==> config.mk <==
export PLATFORM = sky130hd
export DESIGN_NAME = pipe_cla_adder
export DESIGN_NICKNAME = d
export VERILOG_FILES = /design/src/rtl/cla_pkg.sv /design/src/rtl/cla_group4.sv /design/src/rtl/pipe_cla_adder.sv
export SDC_FILE = /design/constraint.sdc
export NUM_CORES = 1
export LEC_CHECK = 0
export CORE_MARGIN = 1
export CORE_UTILIZATION = 37
export DETAILED_ROUTE_END_ITERATION = 6
export PLACE_DENSITY = 0.6
export SETUP_SLACK_MARGIN = 0.5
export SLEW_MARGIN = 20
export SYNTH_ARGS = -nofsm -noshare
export SYNTH_HDL_FRONTEND = slang
export SYNTH_HIERARCHICAL = 1
export SYNTH_SLANG_ARGS = --single-unit
export TNS_END_PERCENT = 100
==> constraint.sdc <==
create_clock -name clk -period 5.8 [get_ports clk]
set_input_delay 0.58 -clock clk [delete_from_list [all_inputs] [get_ports clk]]
set_output_delay 0.58 -clock clk [all_outputs]
set_load 0.01 [all_outputs]
==> src/rtl/cla_pkg.sv <==
// Shared constants for the pipelined carry-lookahead adder.
package cla_pkg;

    localparam int unsigned CLA_GROUP  = 4;
    localparam int unsigned DEF_WIDTH  = 32;
    localparam int unsigned DEF_STAGES = 2;

endpackage

==> src/rtl/cla_group4.sv <==
// 4-bit carry-lookahead group: bit sums plus group generate/propagate and carry-out.
module cla_group4 (
    input  logic [3:0] a,
    input  logic [3:0] b,
    input  logic       cin,
    output logic [3:0] sum,
    output logic       grp_g,
    output logic       grp_p,
    output logic       cout
);

    logic [3:0] bit_g;
    logic [3:0] bit_p;
    logic [3:0] c;

    always_comb begin
        bit_g = a & b;
        bit_p = a ^ b;
        c[0]  = cin;
        c[1]  = bit_g[0] | (bit_p[0] & cin);
        c[2]  = bit_g[1] | (bit_p[1] & bit_g[0]) | (bit_p[1] & bit_p[0] & cin);
        c[3]  = bit_g[2] | (bit_p[2] & bit_g[1]) | (bit_p[2] & bit_p[1] & bit_g[0])
              | (bit_p[2] & bit_p[1] & bit_p[0] & cin);
        grp_g = bit_g[3] | (bit_p[3] & bit_g[2]) | (bit_p[3] & bit_p[2] & bit_g[1])
              | (bit_p[3] & bit_p[2] & bit_p[1] & bit_g[0]);
        grp_p = &bit_p;
        cout  = grp_g | (grp_p & cin);
        sum   = bit_p ^ c;
    end

endmodule

==> src/rtl/pipe_cla_adder.sv <==
// Pipelined add/subtract: one operand slice per stage, carry registered between stages,
// valid/ready handshake with bubble-collapsing stage loads.
module pipe_cla_adder
    import cla_pkg::*;
#(
    parameter int unsigned WIDTH  = DEF_WIDTH,
    parameter int unsigned STAGES = DEF_STAGES
) (
    input  logic             clk,
    input  logic             rst,
    input  logic             in_valid,
    output logic             in_ready,
    input  logic [WIDTH-1:0] A,
    input  logic [WIDTH-1:0] B,
    input  logic             C_In,
    input  logic             sub,
    output logic             out_valid,
    input  logic             out_ready,
    output logic [WIDTH-1:0] Sum,
    output logic             C_Out,
    output logic             ovf
);

    localparam int unsigned SLICE = WIDTH / STAGES;
    localparam int unsigned NGRP  = SLICE / CLA_GROUP;

    if ((WIDTH % (CLA_GROUP * STAGES)) != 0) begin : g_param_check
        $fatal(1, "pipe_cla_adder: WIDTH must be divisible by 4*STAGES");
    end

    // Stage inputs: operands are kept shifted so the active slice always sits at bit 0.
    logic [WIDTH-1:0] st_a [STAGES];
    logic [WIDTH-1:0] st_b [STAGES];
    logic [WIDTH-1:0] st_s [STAGES];
    logic             st_c [STAGES];
    logic             st_v [STAGES];

    logic [WIDTH-1:0] a_q [STAGES];
    logic [WIDTH-1:0] b_q [STAGES];
    logic [WIDTH-1:0] s_q [STAGES];
    logic [STAGES-1:0] c_q;
    logic [STAGES-1:0] v_q;
    logic [STAGES-1:0] ld;
    logic              ovf_q;
    logic              ovf_n;
    logic              cin_msb;

    logic [STAGES-1:0][SLICE-1:0] sl_sum;
    logic [STAGES-1:0]            sl_co;

    always_comb begin
        st_a[0] = A;
        st_b[0] = sub ? ~B : B;
        st_s[0] = '0;
        st_c[0] = sub | C_In;
        st_v[0] = in_valid;
        for (int k = 1; k < int'(STAGES); k++) begin
            st_a[k] = a_q[k-1];
            st_b[k] = b_q[k-1];
            st_s[k] = s_q[k-1];
            st_c[k] = c_q[k-1];
            st_v[k] = v_q[k-1];
        end
    end

    // A stage may load when empty or when its successor is loading this cycle.
    always_comb begin
        ld[STAGES-1] = !v_q[STAGES-1] || out_ready;
        for (int k = int'(STAGES) - 2; k >= 0; k--) begin
            ld[k] = !v_q[k] || ld[k+1];
        end
    end

    assign in_ready = !rst && ld[0];

    for (genvar k = 0; k < STAGES; k++) begin : g_stage
        logic [NGRP:0]   gc;
        logic [NGRP-1:0] gg;
        logic [NGRP-1:0] gp;
        logic [NGRP-1:0] co_unused;

        assign gc[0] = st_c[k];

        for (genvar g = 0; g < NGRP; g++) begin : g_grp
            cla_group4 u_grp (
                .a     (st_a[k][CLA_GROUP*g +: CLA_GROUP]),
                .b     (st_b[k][CLA_GROUP*g +: CLA_GROUP]),
                .cin   (gc[g]),
                .sum   (sl_sum[k][CLA_GROUP*g +: CLA_GROUP]),
                .grp_g (gg[g]),
                .grp_p (gp[g]),
                .cout  (co_unused[g])
            );
            // Group carries come from group generate/propagate rather than rippling bits.
            assign gc[g+1] = gg[g] | (gp[g] & gc[g]);
        end

        assign sl_co[k] = gc[NGRP];
    end

    // Carry into the MSB recovered from the MSB sum bit and its operand bits.
    assign cin_msb = sl_sum[STAGES-1][SLICE-1] ^ st_a[STAGES-1][SLICE-1] ^ st_b[STAGES-1][SLICE-1];
    assign ovf_n   = cin_msb ^ sl_co[STAGES-1];

    always_ff @(posedge clk) begin
        if (rst) begin
            for (int k = 0; k < int'(STAGES); k++) begin
                a_q[k] <= '0;
                b_q[k] <= '0;
                s_q[k] <= '0;
            end
            c_q   <= '0;
            v_q   <= '0;
            ovf_q <= 1'b0;
        end else begin
            for (int k = 0; k < int'(STAGES); k++) begin
                if (ld[k]) begin
                    v_q[k] <= st_v[k];
                    a_q[k] <= st_a[k] >> SLICE;
                    b_q[k] <= st_b[k] >> SLICE;
                    s_q[k] <= (st_s[k] >> SLICE) | (WIDTH'(sl_sum[k]) << (WIDTH - SLICE));
                    c_q[k] <= sl_co[k];
                end
            end
            if (ld[STAGES-1]) begin
                ovf_q <= ovf_n;
            end
        end
    end

    assign out_valid = v_q[STAGES-1];
    assign Sum       = s_q[STAGES-1];
    assign C_Out     = c_q[STAGES-1];
    assign ovf       = ovf_q;

endmodule

======== After elaboration in Yosys (flattened, before gate mapping) ========
Memory sizes are Yosys's and may differ from the RTL's.
Cells that the tools add are included.
word-level totals
  register bits ........................... 5
  memory bits (writable) .................. 128
  input bits .............................. 70
  output and inout port bits .............. 36
  word-level logic and storage cells ...... 273
  memories ................................ 3
memory list
  name  words  width  read ports  clocked after Yosys merged registers in  wr ports  RTL line              text
  s_q   2      32     2           0                                        2         pipe_cla_adder.sv:40  logic [WIDTH-1:0] s_q [STAGES];
  a_q   2      16     1           0                                        2         pipe_cla_adder.sv:38  logic [WIDTH-1:0] a_q [STAGES];
  b_q   2      16     1           0                                        2         pipe_cla_adder.sv:39  logic [WIDTH-1:0] b_q [STAGES];
operators by class
  multiplexer cells ....................... 15
  bitwise operators ....................... 236
  reductions and logical operators ........ 14
operator list
  operator                                        number
  1-bit AND                                       120
  32-bit 2-to-1 mux                               3
  1-bit bitwise OR                                87
  16-bit 2-to-1 mux                               4
  4-bit XOR                                       16
  4-bit AND                                       8
  32-bit inverter                                 1
  16-bit by 32-bit bitwise OR with 32-bit output  1
  4-bit AND reduction                             8
  1-bit 2-to-1 mux                                8
  1-bit logical NOT                               3
  1-bit XOR                                       3
  1-bit logical OR                                2
  1-bit logical AND                               1

======== Depth between registers and ports, before layout ========
Gate-level depths: netlist (run 1).
An unclocked memory read counts as a cell.
  depth after elaboration ................. 17
  mapped depth ............................ 15
  mapped depth without buffers ............ 15

======== By module ========
The synthesis (run 1) kept the hierarchy.
modules (own cells, without submodules)
  module                                      instances  cells an instance  area an instance (um^2)  seq. area each (um^2)
  pipe_cla_adder                              1          278                3759.9                   2502.4
  cla_group4 (g_stage[0].g_grp[2].u_grp ...)  6          22                 193.9                    0.0
  cla_group4 (g_stage[0].g_grp[0].u_grp ...)  2          22                 182.7                    0.0

======== Worst setup path before layout (run 1) ========
OpenSTA, ideal clock, no wires.
  path kind ............................... input to register
  start point ............................. in sub
  end point ............................... mem s_q[0][30] in the netlist's numbering (data pin)
  setup time .............................. 0.255 ns
  data arrival time ....................... 2.781 ns
  required time ........................... 5.545 ns
  path slack .............................. 2.764 ns
  stages .................................. 13
  buffers on the path ..................... 2
  cells stage by stage .................... buf_6 > buf_2 > xor2_1 > ha_1 > a21oi_1 > o21bai_1 > a21o_1 > a21o_1 > a31o_1 > a21o_1 > a21oi_1 > xnor2_1 > and2_1
RTL lines
  item                RTL line              text
  start: declaration  pipe_cla_adder.sv:16  input logic sub,
  end: declaration    pipe_cla_adder.sv:40

==> summary.txt, run 1 <==
Clock network
  – Clock Tree Buf Depth: 2
  – CTS Hold Bufs: 0
  – H-tree depth: 3
  – Clock-pin transition on the worst setup and hold timing paths: 60 ps
  – Clk_lat worst skew: 340 ps
  – CTS Buf Count: 9
  – Root Buffer: clkbuf_16
  – TritonCTS clock tree: yes
  – Postcts setup bufs: 0
  – Resize count post-CTS: 0
  – CTS sink count: 85

Worst setup path
  – Crit-path max FO: 33
  – Reg2reg setup slack: 2650 ps
  – Worst Reg-to-Reg Cells: 15
  – Worst reg2reg endpoint: ovf
  – Worst EP arrival: 3470 ps
  – R2r startpoint: a_q[0][1]
  – CP Launch Type: input port
  – CP Capture Type: flip-flop
  – Critical path type: in2reg
  – CP required: 5900 ps

Timing
  – Worst-margin pin slew: 951 ps
  – Clk_skew: 6.92 ps
  – Period minus WS final: 3380 ps
  – Fin. max-slew vios: 0
  – Fin crit share: 58.2%
  – Rel. slew slack: 36.6%
  – Final Hold Viols: 0
  – RSZ-0062 raised after global routing: no
  – Setup-failing EPs final: 0
  – Max Clk Rate: 296 MHz
  – Setup TNS: 0 ps

Placed design
  – # port buffers: 105
  – Placed inst area: 6210 um^2
  – Placer Congestion: 0.808
  – Detailed placer's ending HPWL: 7070 um

Hold path
  – Worst hold path class: reg2reg
  – Worst Hold Launch: s_q[0][22]
  – WHS Path Cells: 1
  – Sink of the worst hold path: s_q[0][38]

Global routing
  – First-pass GRT wire length: 15400 um
  – Largest net degree at the start of global routing: 65
  – GRT Overall Usage: 13.9%
  – Vias in the first global route: 3300
  – Initial antenna violation count: 0
  – GRT overflow: 0

Drt
  – Vias: 3237
  – Antenna-violating nets left: 0
  – DR pass1 iterations: 4
  – Routed len/inst: 13.6 um
  – Iter 0 DRT Violations: 102
  – DRT Wirelength: 9550 um
  – Post-route DRC: 0
  – Via density: 4.60

Yosys
  – Synthesized Nets: 556
  – Mapped Cells: 446
  – Syn avg cell area: 11.7 um^2
  – Mapped Area: 5230 um^2
  – Synthesis warning total: 6

Cells and area
  – Most frequent cells in the layout: clkdlybuf4s50_1 (104), edfxtp_1 (80), and2_1 (64)
  – Area Overhead vs Synth: 25.2%
  – Final core utilization: 47.3%
  – ANT cells: 0
  – Nets: 629
  – Final instance area: 6550 um^2
  – Share of cells above drive strength 1: 9.54%
  – Most common cell after layout, fill and taps aside: clkdlybuf4s50_1

Pwr
  – Peak VDD IR: 0.146 mV
  – PD cells: 278 nW/um^2
  – Leak Pwr: 2.79 nW

Floorplanning
  – Die height: 121 um
  – Initial Util: 37.8%
  – Core area: 13800 um^2
  – Ports: 106
  – Row count: 43
  – Area of the die: 14600 um^2
  – Chip width: 121 um

Job
  – Max Cap Viol: 0

Outcome
  – Status: complete, no violations
==> power by group <==
group | internal (W) | switching [W] | total (W)
clock | 0.000388 | 0.000231 | 0.000619
combinational | 0.000230 | 0.000190 | 0.000420
sequential | 0.000755 | 0.0000229 | 0.000778
==> registers in the layout (all words and copies together), names as in the netlist <==
register,cells
s_q,48
a_q,16
b_q,16
c_q,2
v_q,2
ovf,1
==> cell type report <==
type	instances	area, um^2
clock buffer	10	239
clock inverter	6	86.3
fill	1287	7280
inverter	42	158
multi-input combinational	274	2270
sequential	85	2500
tap	180	225
timing repair buffer	107	1060
==> layer usage <==
metal	routed length, um	share of wire [%]	track usage [%]
met1	4030	42	15.9
met2	5040	53	25.2
met5	0	0	0
met4	123	1.3	5.09
met3	364	3.8	3.34
==> through the flow <==
step                      power (W)  setup slack [ps]  instances  hold WS, ps
after CTS                   0.00184              2420        704          510
final                       0.00182              2420        704          507
after floorplan             0.00109              2760        446          497
after global routing        0.00191              2270        704          530
after detailed placement    0.00122              2060        688          504
after global placement      0.00120              2160        688          500
==> worst max-delay path: stages <==
cell      delay, ps
buf_2           710
xor2_1          200
ha_1            410
inv_1           100
o21bai_1        140
a21o_1          120
a21o_1          170
a31o_1          300
inv_1            90
fa_1            380
xnor2_1         130
and2_1          140
==> how the worst max path moves through the flow <==
stage	depth (start not counted)	start	end	slack, ps
2_1_floorplan	13	sub	s_q[0][30]	2760
3_3_place_gp	12	sub	s_q[0][29]	2160
3_5_place_dp	12	sub	s_q[0][29]	2060
4_1_cts	12	sub	s_q[0][29]	2420
5_1_grt	12	sub	s_q[0][29]	2270
6_report	12	sub	s_q[0][29]	2420
Note: power is estimated with default switching activity, not from simulation.
==> run 2, diff against run 1 <==
--- a/config.mk
+++ b/config.mk
@@ -8,7 +8,7 @@
 export CORE_MARGIN = 1
 export CORE_UTILIZATION = 37
 export DETAILED_ROUTE_END_ITERATION = 6
-export PLACE_DENSITY = 0.6
+export PLACE_DENSITY = 0.62
 export SETUP_SLACK_MARGIN = 0.5
 export SLEW_MARGIN = 20
 export SYNTH_ARGS = -nofsm -noshare
==> constraint.sdc (replaced) <==
create_clock -name clk -period 2.78 [get_ports clk]
set_input_delay 0.278 -clock clk [delete_from_list [all_inputs] [get_ports clk]]
set_output_delay 0.278 -clock clk [all_outputs]
set_load 0.01 [all_outputs]
==> run 2 against run 1 <==
Effect of this change:
- die area is the same
- sequential share of layout area decreased by 4.4 points
- critical endpoint is now s_q[0][60]
- combinational power rose to 2.8 times the previous value
- clock skew about the same
- via count rose by 11%
- global-route usage increased by 1.2 points
==> summary.txt, run 2 (same netlist as run 1, synthesis figures left out) <==
Hold path
  – Worst hold path class: reg2reg (unchanged)
  – WHS Path Cells: 1 (unchanged)
  – Worst Hold Launch: s_q[0][29] (was s_q[0][22])
  – Sink of the worst hold path: s_q[0][45] (was s_q[0][38])

Drt
  – Via density: 4.54 (was 4.60)
  – Iter 0 DRT Violations: 165 (was 102)
  – Met2 routed WL: 5600 um (was 5040 um)
  – Met1 Wirelength: 4250 um (was 4030 um)
  – Routed len/inst: 13.3 um (was 13.6 um)
  – DR pass1 iterations: 4 (unchanged)
  – DRT Wirelength: 10600 um (was 9550 um)
  – Highest routed metal layer: met4 (unchanged)
  – Wire length on met3: 456 um (was 364 um)
  – Vias: 3588 (was 3237)
  – Antenna-violating nets left: 0 (unchanged)
  – Post-route DRC: 0 (unchanged)

Global routing
  – Largest net degree at the start of global routing: 29 (was 65)
  – Initial antenna violation count: 0 (unchanged)
  – Vias in the first global route: 3751 (was 3300)
  – GRT overflow: 0 (unchanged)
  – GRT Overall Usage: 15.2% (was 13.9%)
  – First-pass GRT wire length: 17100 um (was 15400 um)

Clock network
  – Clock-pin transition on the worst setup and hold timing paths: 60 ps (about the same)
  – Root Buffer: clkbuf_16 (unchanged)
  – H-tree depth: 3 (unchanged)
  – Clock Tree Buf Depth: 2 (unchanged)
  – TritonCTS clock tree: yes (unchanged)
  – CTS Hold Bufs: 0 (unchanged)
  – CTS sink count: 85 (unchanged)
  – CTS Buf Count: 9 (unchanged)
  – Clk_lat worst skew: 340 ps (about the same)

Floorplanning
  – Die height: 121 um (unchanged)
  – Chip width: 121 um (unchanged)
  – Row count: 43 (unchanged)
  – Initial Util: 37.8% (unchanged)
  – Ports: 106 (unchanged)
  – Core area: 13800 um^2 (unchanged)
  – Area of the die: 14600 um^2 (unchanged)

Timing
  – Final worst slack: 37.6 ps (was 2420 ps)
  – Fin crit share: 98.6%
  – Setup-failing EPs final: 0 (unchanged)
  – Max Clk Rate: 365 MHz
  – Rel. slew slack: 70.5% (was 36.6%)
  – Worst-margin pin slew: 442 ps (was 951 ps)
  – RSZ-0062 raised after global routing: yes (was no)
  – Setup TNS: 0 ps (unchanged)
  – Period minus WS final: 2740 ps
  – Clk_skew: 6.68 ps (was 6.92 ps)
  – Final Hold Viols: 0 (unchanged)
  – Fin. max-slew vios: 0 (unchanged)

Worst setup path
  – Worst Reg-to-Reg Cells: 14 (was 15)
  – Reg2reg setup slack: 40 ps (was 2650 ps)
  – Worst reg2reg endpoint: s_q[0][60] (was ovf)
  – CP delay by family, top: adder cells (was buffers and inverters)
  – Bufs and invs on worst path: 6 (was 3)
  – R2r startpoint: a_q[0][1] (unchanged)
  – Slowest stage delay, CP: 510 ps (was 710 ps)
  – CP required: 2880 ps (was 5900 ps)
  – Worst EP arrival: 2840 ps (was 3470 ps)
  – CP max stage cell: fa_2 (was buf_2)
  – CP Launch Type: flip-flop (was input port)
  – CP Capture Type: flip-flop (unchanged)
  – Critical-path cell list: ha_4 > buf_4 > and4_4 > a21o_1 > nand2_2 > nand2b_1 > a21o_1 > buf_4 > buf_6 > buf_6 > inv_2 > fa_2 > inv_1 > and2_1 (was buf_2 > xor2_1 > ha_1 > inv_1 > o21bai_1 > a21o_1 > a21o_1 > a31o_1 > inv_1 > fa_1 > xnor2_1 > and2_1)
  – Critical path type: reg2reg (was in2reg)
  – Crit-path max FO: 2 (was 33)

Cells and area
  – Most flops, register: s_q (unchanged)
  – Nets: 716 (was 629)
  – Most frequent cells in the layout: clkdlybuf4s50_1 (86), edfxtp_1 (80), buf_4 (76) (was clkdlybuf4s50_1 (104), edfxtp_1 (80), and2_1 (64))
  – Final core utilization: 53.6% (was 47.3%)
  – ANT cells: 0 (unchanged)
  – Area Overhead vs Synth: 41.7% (was 25.2%)
  – Share of cells above drive strength 1: 30.4% (was 9.54%)
  – Max FFs per register: 48 (unchanged)
  – Top Registers: s_q (48), a_q (16), b_q (16) (unchanged)
  – Most common cell after layout, fill and taps aside: clkdlybuf4s50_1 (unchanged)

Placed design
  – Detailed placer's ending HPWL: 7490 um (was 7070 um)
  – # port buffers: 105 (unchanged)
  – Pre-CTS WS: -194 ps (was 2060 ps)
  – Placer Congestion: 0.796 (was 0.808)

Pwr
  – PD cells: 528 nW/um^2 (was 278 nW/um^2)
  – Peak VDD IR: 0.288 mV (was 0.146 mV)
  – Leak Pwr: 3.23 nW (was 2.79 nW)

Job
  – Max Cap Viol: 0 (unchanged)

Outcome
  – Status: complete, no violations (unchanged)
[run 2: cell types whose count changed in the layout (fill, tap and decap cells not counted), moves of 5 or more]
cell / previous run / this run
dlygate4sd2_1: 0 / 12
buf_6: 0 / 13
xor2_1: 24 / 19
ha_1: 32 / 23
a21oi_2: 6 / 12
xor2_2: 0 / 5
inv_1: 42 / 32
fa_1: 8 / 2
a21oi_1: 12 / 5
inv_2: 0 / 7
fa_2: 0 / 6
buf_4: 2 / 76
clkdlybuf4s50_1: 104 / 86
ha_4: 0 / 5
[run 2: worst register-to-register path, delay by kind of cell (launching register included)]
family / cells / cell delay (ps)
AOI/OAI and AO/OA: 2 / 310
DFF: 1 / 420
and+or+nand+nor: 4 / 510
adders and majority gates: 2 / 830
buffers and inverters: 6 / 460
[run 2: what timing repair did]
| item | in CTS | in global routing |
|---|---|---|
| resized for setup | 55 | 34 |
| pin swaps | 43 | 21 |
| gates cloned | 1 | 0 |
| setup buffers | 34 | 11 |
| endpoints found under the setup margin | 22 | 26 |
[run 2: power by group]
part / total, W / switching (W) / internal, W
registers: 0.00162 / 0.0000477 / 0.00157
logic: 0.00118 / 0.000483 / 0.000701
clock network: 0.00111 / 0.000500 / 0.000606
[run 2: layout make-up]
class                           count  area [um^2]
Fill cell                        1170         6420
Timing Repair inverter              1         5.00
Sequential cell                    85         2500
Clock buffer                        9          225
Timing Repair Buffer              193         1750
Multi-Input combinational cell    274         2480
Tap cell                          180          225
Inverter                           42          166
Clock inverter                      7         52.6
[run 2: layer usage]
metal  vias up  GRT usage [%]
met5         -              0
li1       1797              -
met2        68           27.9
met1      1705           16.6
met4         0           6.10
met3        18           3.81
[run 2: metrics by stage]
stage / total power (W) / instances / cell area (um^2) / hold WS [ps]
finish: 0.00391 / 791 / 7410 / 517
global route: 0.00413 / 791 / 7410 / 532
CTS: 0.00386 / 780 / 7210 / 516
detailed placement: 0.00264 / 729 / 6560 / 501
global placement: 0.00261 / 729 / 6560 / 500
floorplan: 0.00228 / 446 / 5290 / 350
[run 2: worst max-delay path by stage]
| stage | start | end | slack, ps | cells past startpoint |
|---|---|---|---|---|
| global placement | B[1] | s_q[0][28] | -140 | 12 |
| finish | a_q[0][1] | s_q[0][60] | 40 | 14 |
| global route | b_q[0][1] | ovf | -140 | 15 |
| detailed placement | B[1] | s_q[0][31] | -190 | 13 |
| CTS | b_q[0][1] | ovf | 20 | 15 |
| floorplan | b_q[0][1] | ovf | 120 | 15 |
==> run 3, diff against run 2 <==
--- a/config.mk
+++ b/config.mk
@@ -8,7 +8,9 @@
 export CORE_MARGIN = 1
 export CORE_UTILIZATION = 37
 export DETAILED_ROUTE_END_ITERATION = 6
+export HOLD_SLACK_MARGIN = 0.02
 export PLACE_DENSITY = 0.62
+export REMOVE_ABC_BUFFERS = 1
 export SETUP_SLACK_MARGIN = 0.5
 export SLEW_MARGIN = 20
 export SYNTH_ARGS = -nofsm -noshare
==> run 3 against run 2 <==
Effect of this change:
- power grew 0.95%
- sequential share of layout area rose by 0.17 points
- first-iteration DRC count fell by 48%
- global-route usage decreased by 0.50 points
- via count down 2.1%
- final area is 0.51% lower
- routed wire length shrank 0.70%
==> summary.txt, run 3 (same netlist as run 1, synthesis figures left out) <==
Worst setup path
  – CP delay by family, top: compound AO/OA/AOI/OAI gates (was adder cells)
  – CP Launch Type: flip-flop (unchanged)
  – Critical path depth: 15 (was 14)
  – Slowest stage delay, CP: 420 ps (was 510 ps)
  – Worst Reg-to-Reg Cells: 15 (was 14)
  – Worst Setup EP: ovf (was s_q[0][60])
  – Worst reg2reg endpoint: ovf (was s_q[0][60])
  – CP max stage cell: edfxtp_1 (was fa_2)
  – Crit-path max FO: 2 (unchanged)
  – CP required: 3030 ps (was 2880 ps)
  – CP Capture Type: flip-flop (unchanged)
  – Critical path origin: b_q[0][1] (was a_q[0][1])
  – Critical-path cell list: ha_4 > a21oi_4 > o21bai_1 > a21o_1 > a21o_1 > nand2_2 > nand2b_1 > a21o_1 > a41oi_2 > o21ai_2 > xor2_2 > xnor2_1 > xnor2_1 > xnor2_1 > a211oi_1 (was ha_4 > buf_4 > and4_4 > a21o_1 > nand2_2 > nand2b_1 > a21o_1 > buf_4 > buf_6 > buf_6 > inv_2 > fa_2 > inv_1 > and2_1)
  – Bufs and invs on worst path: 0 (was 6)
  – Worst EP arrival: 2980 ps (was 2840 ps)
  – R2r startpoint: b_q[0][1] (was a_q[0][1])
  – Reg2reg setup slack: 50 ps (was 40 ps)
  – Critical path type: reg2reg (unchanged)

Clock network
  – CTS Buf Count: 9 (unchanged)
  – Root Buffer: clkbuf_16 (unchanged)
  – Clock-pin transition on the worst setup and hold timing paths: 60 ps (about the same)
  – Clk_lat worst skew: 340 ps (about the same)
  – CTS sink count: 85 (unchanged)
  – CTS Hold Bufs: 0 (unchanged)
  – H-tree depth: 3 (unchanged)
  – TritonCTS clock tree: yes (unchanged)
  – Clock Tree Buf Depth: 2 (unchanged)

Outcome
  – Status: complete, no violations (unchanged)

Timing
  – Setup TNS: 0 ps (unchanged)
  – Setup-failing EPs final: 0 (unchanged)
  – Fin. max-slew vios: 0 (unchanged)
  – Final Hold Viols: 0 (unchanged)
  – Fin crit share: 98.1% (was 98.6%)
  – RSZ-0062 raised after global routing: yes (unchanged)
  – Final worst slack: 53.7 ps (was 37.6 ps)
  – Period minus WS final: 2730 ps (was 2740 ps)
  – Max Clk Rate: 367 MHz (was 365 MHz)
  – Rel. slew slack: 70.7% (was 70.5%)
  – Worst-margin pin slew: 438 ps (was 442 ps)
  – Clk_skew: 4.64 ps (was 6.68 ps)

Cells and area
  – Top Registers: s_q (48), a_q (16), b_q (16) (unchanged)
  – Area Overhead vs Synth: 40.9% (was 41.7%)
  – Most common cell after layout, fill and taps aside: clkdlybuf4s50_1 (unchanged)
  – Most flops, register: s_q (unchanged)
  – Share of cells above drive strength 1: 27.3% (was 30.4%)
  – Most frequent cells in the layout: clkdlybuf4s50_1 (87), edfxtp_1 (80), buf_4 (65) (was clkdlybuf4s50_1 (86), edfxtp_1 (80), buf_4 (76))
  – Nets: 699 (was 716)
  – Final instance area: 7370 um^2 (was 7410 um^2)
  – ANT cells: 0 (unchanged)
  – Max FFs per register: 48 (unchanged)

Pwr
  – Leak Pwr: 3.22 nW (was 3.23 nW)
  – Peak VDD IR: 0.347 mV (was 0.288 mV)
  – PD cells: 536 nW/um^2 (was 528 nW/um^2)

Drt
  – Vias: 3514 (was 3588)
  – Post-route DRC: 0 (unchanged)
  – DRT Wirelength: 10500 um (was 10600 um)
  – DR pass1 iterations: 4 (unchanged)
  – Antenna-violating nets left: 0 (unchanged)
  – Iter 0 DRT Violations: 86 (was 165)
  – Via density: 4.54 (about the same)
  – Routed len/inst: 13.5 um (was 13.3 um)

Placed design
  – # port buffers: 105 (unchanged)
  – Pre-CTS WS: -198 ps (was -194 ps)
  – Placer Congestion: 0.851 (was 0.796)
  – Detailed placer's ending HPWL: 7400 um (was 7490 um)
  – Placed inst area: 6440 um^2 (was 6560 um^2)

Global routing
  – Initial antenna violation count: 1 (was 0)
  – GRT overflow: 0 (unchanged)
  – Largest net degree at the start of global routing: 33 (was 29)
  – GRT Overall Usage: 14.7% (was 15.2%)
  – Vias in the first global route: 3585 (was 3751)
  – First-pass GRT wire length: 16400 um (was 17100 um)

Hold path
  – Worst hold path class: reg2reg (unchanged)

Floorplanning
  – Chip width: 121 um (unchanged)
  – Initial Util: 37.8% (unchanged)
  – Ports: 106 (unchanged)
  – Row count: 43 (unchanged)
  – Die height: 121 um (unchanged)
  – Core area: 13800 um^2 (unchanged)
  – Area of the die: 14600 um^2 (unchanged)

Job
  – Max Cap Viol: 0 (unchanged)
[run 3: cell type report]
| cell class | instances | area (um^2) |
|---|---|---|
| fillers | 1195 | 6460 |
| clock inverters | 7 | 75.1 |
| inverters | 42 | 160 |
| multi-input cells | 274 | 2530 |
| repair buffers | 177 | 1650 |
| clock buffers | 9 | 225 |
| flip-flops and latches | 85 | 2500 |
| well taps | 180 | 225 |
[run 3: what timing repair did]
action / CTS / global route
resized for setup: 43 / 45
pin swaps: 34 / 31
buffers inserted: 32 / 8
endpoints found under the setup margin: 22 / 25
cloned: 0 / 1
[run 3: per-layer routing]
layer	share of wire, %	wire length, um	GRT usage [%]
met1	38	3940	15.1
met5	0	0	0
met2	55	5740	27.6
met4	1.3	137	5.63
met3	6.3	657	4.37
[run 3: how the worst min path moves through the flow]
stage                from          to  slack, ps  depth (start not counted)
6_report           c_q[1]      c_q[1]        510                          2
5_1_grt            c_q[1]      c_q[1]        530                          2
4_1_cts            c_q[1]      c_q[1]        520                          2
3_5_place_dp   s_q[0][21]  s_q[0][37]        500                          1
3_3_place_gp   s_q[0][17]  s_q[0][33]        500                          1
2_1_floorplan         rst      v_q[0]        350                          1
[run 3: worst register-to-register path: stages, from the launching register on]
cell,delay [ps]
edfxtp_1,420
ha_4,270
a21oi_4,150
o21bai_1,70
a21o_1,170
a21o_1,170
nand2_2,90
nand2b_1,70
a21o_1,190
a41oi_2,150
o21ai_2,90
xor2_2,160
xnor2_1,180
xnor2_1,170
xnor2_1,90
a211oi_1,190
[run 3: metrics by stage]
step | power [W] | hold WS (ps) | instances | util, %
after floorplan | 0.00217 | 350 | 401 | -
after global placement | 0.00257 | 500 | 717 | 46.6
after detailed placement | 0.00259 | 502 | 717 | 46.6
after CTS | 0.00391 | 517 | 765 | 51.4
after global routing | 0.00416 | 534 | 774 | 53.3
final | 0.00395 | 510 | 774 | 53.3
[run 3: report_power, final]
group / switching, W / internal [W] / total, W / leakage, nW
clock: 0.000491 / 0.000698 / 0.00119 / 0.140
sequential: 0.0000455 / 0.00157 / 0.00162 / 0.971
combinational: 0.000477 / 0.000664 / 0.00114 / 2.11
total: 0.00101 / 0.00294 / 0.00395 / 3.22
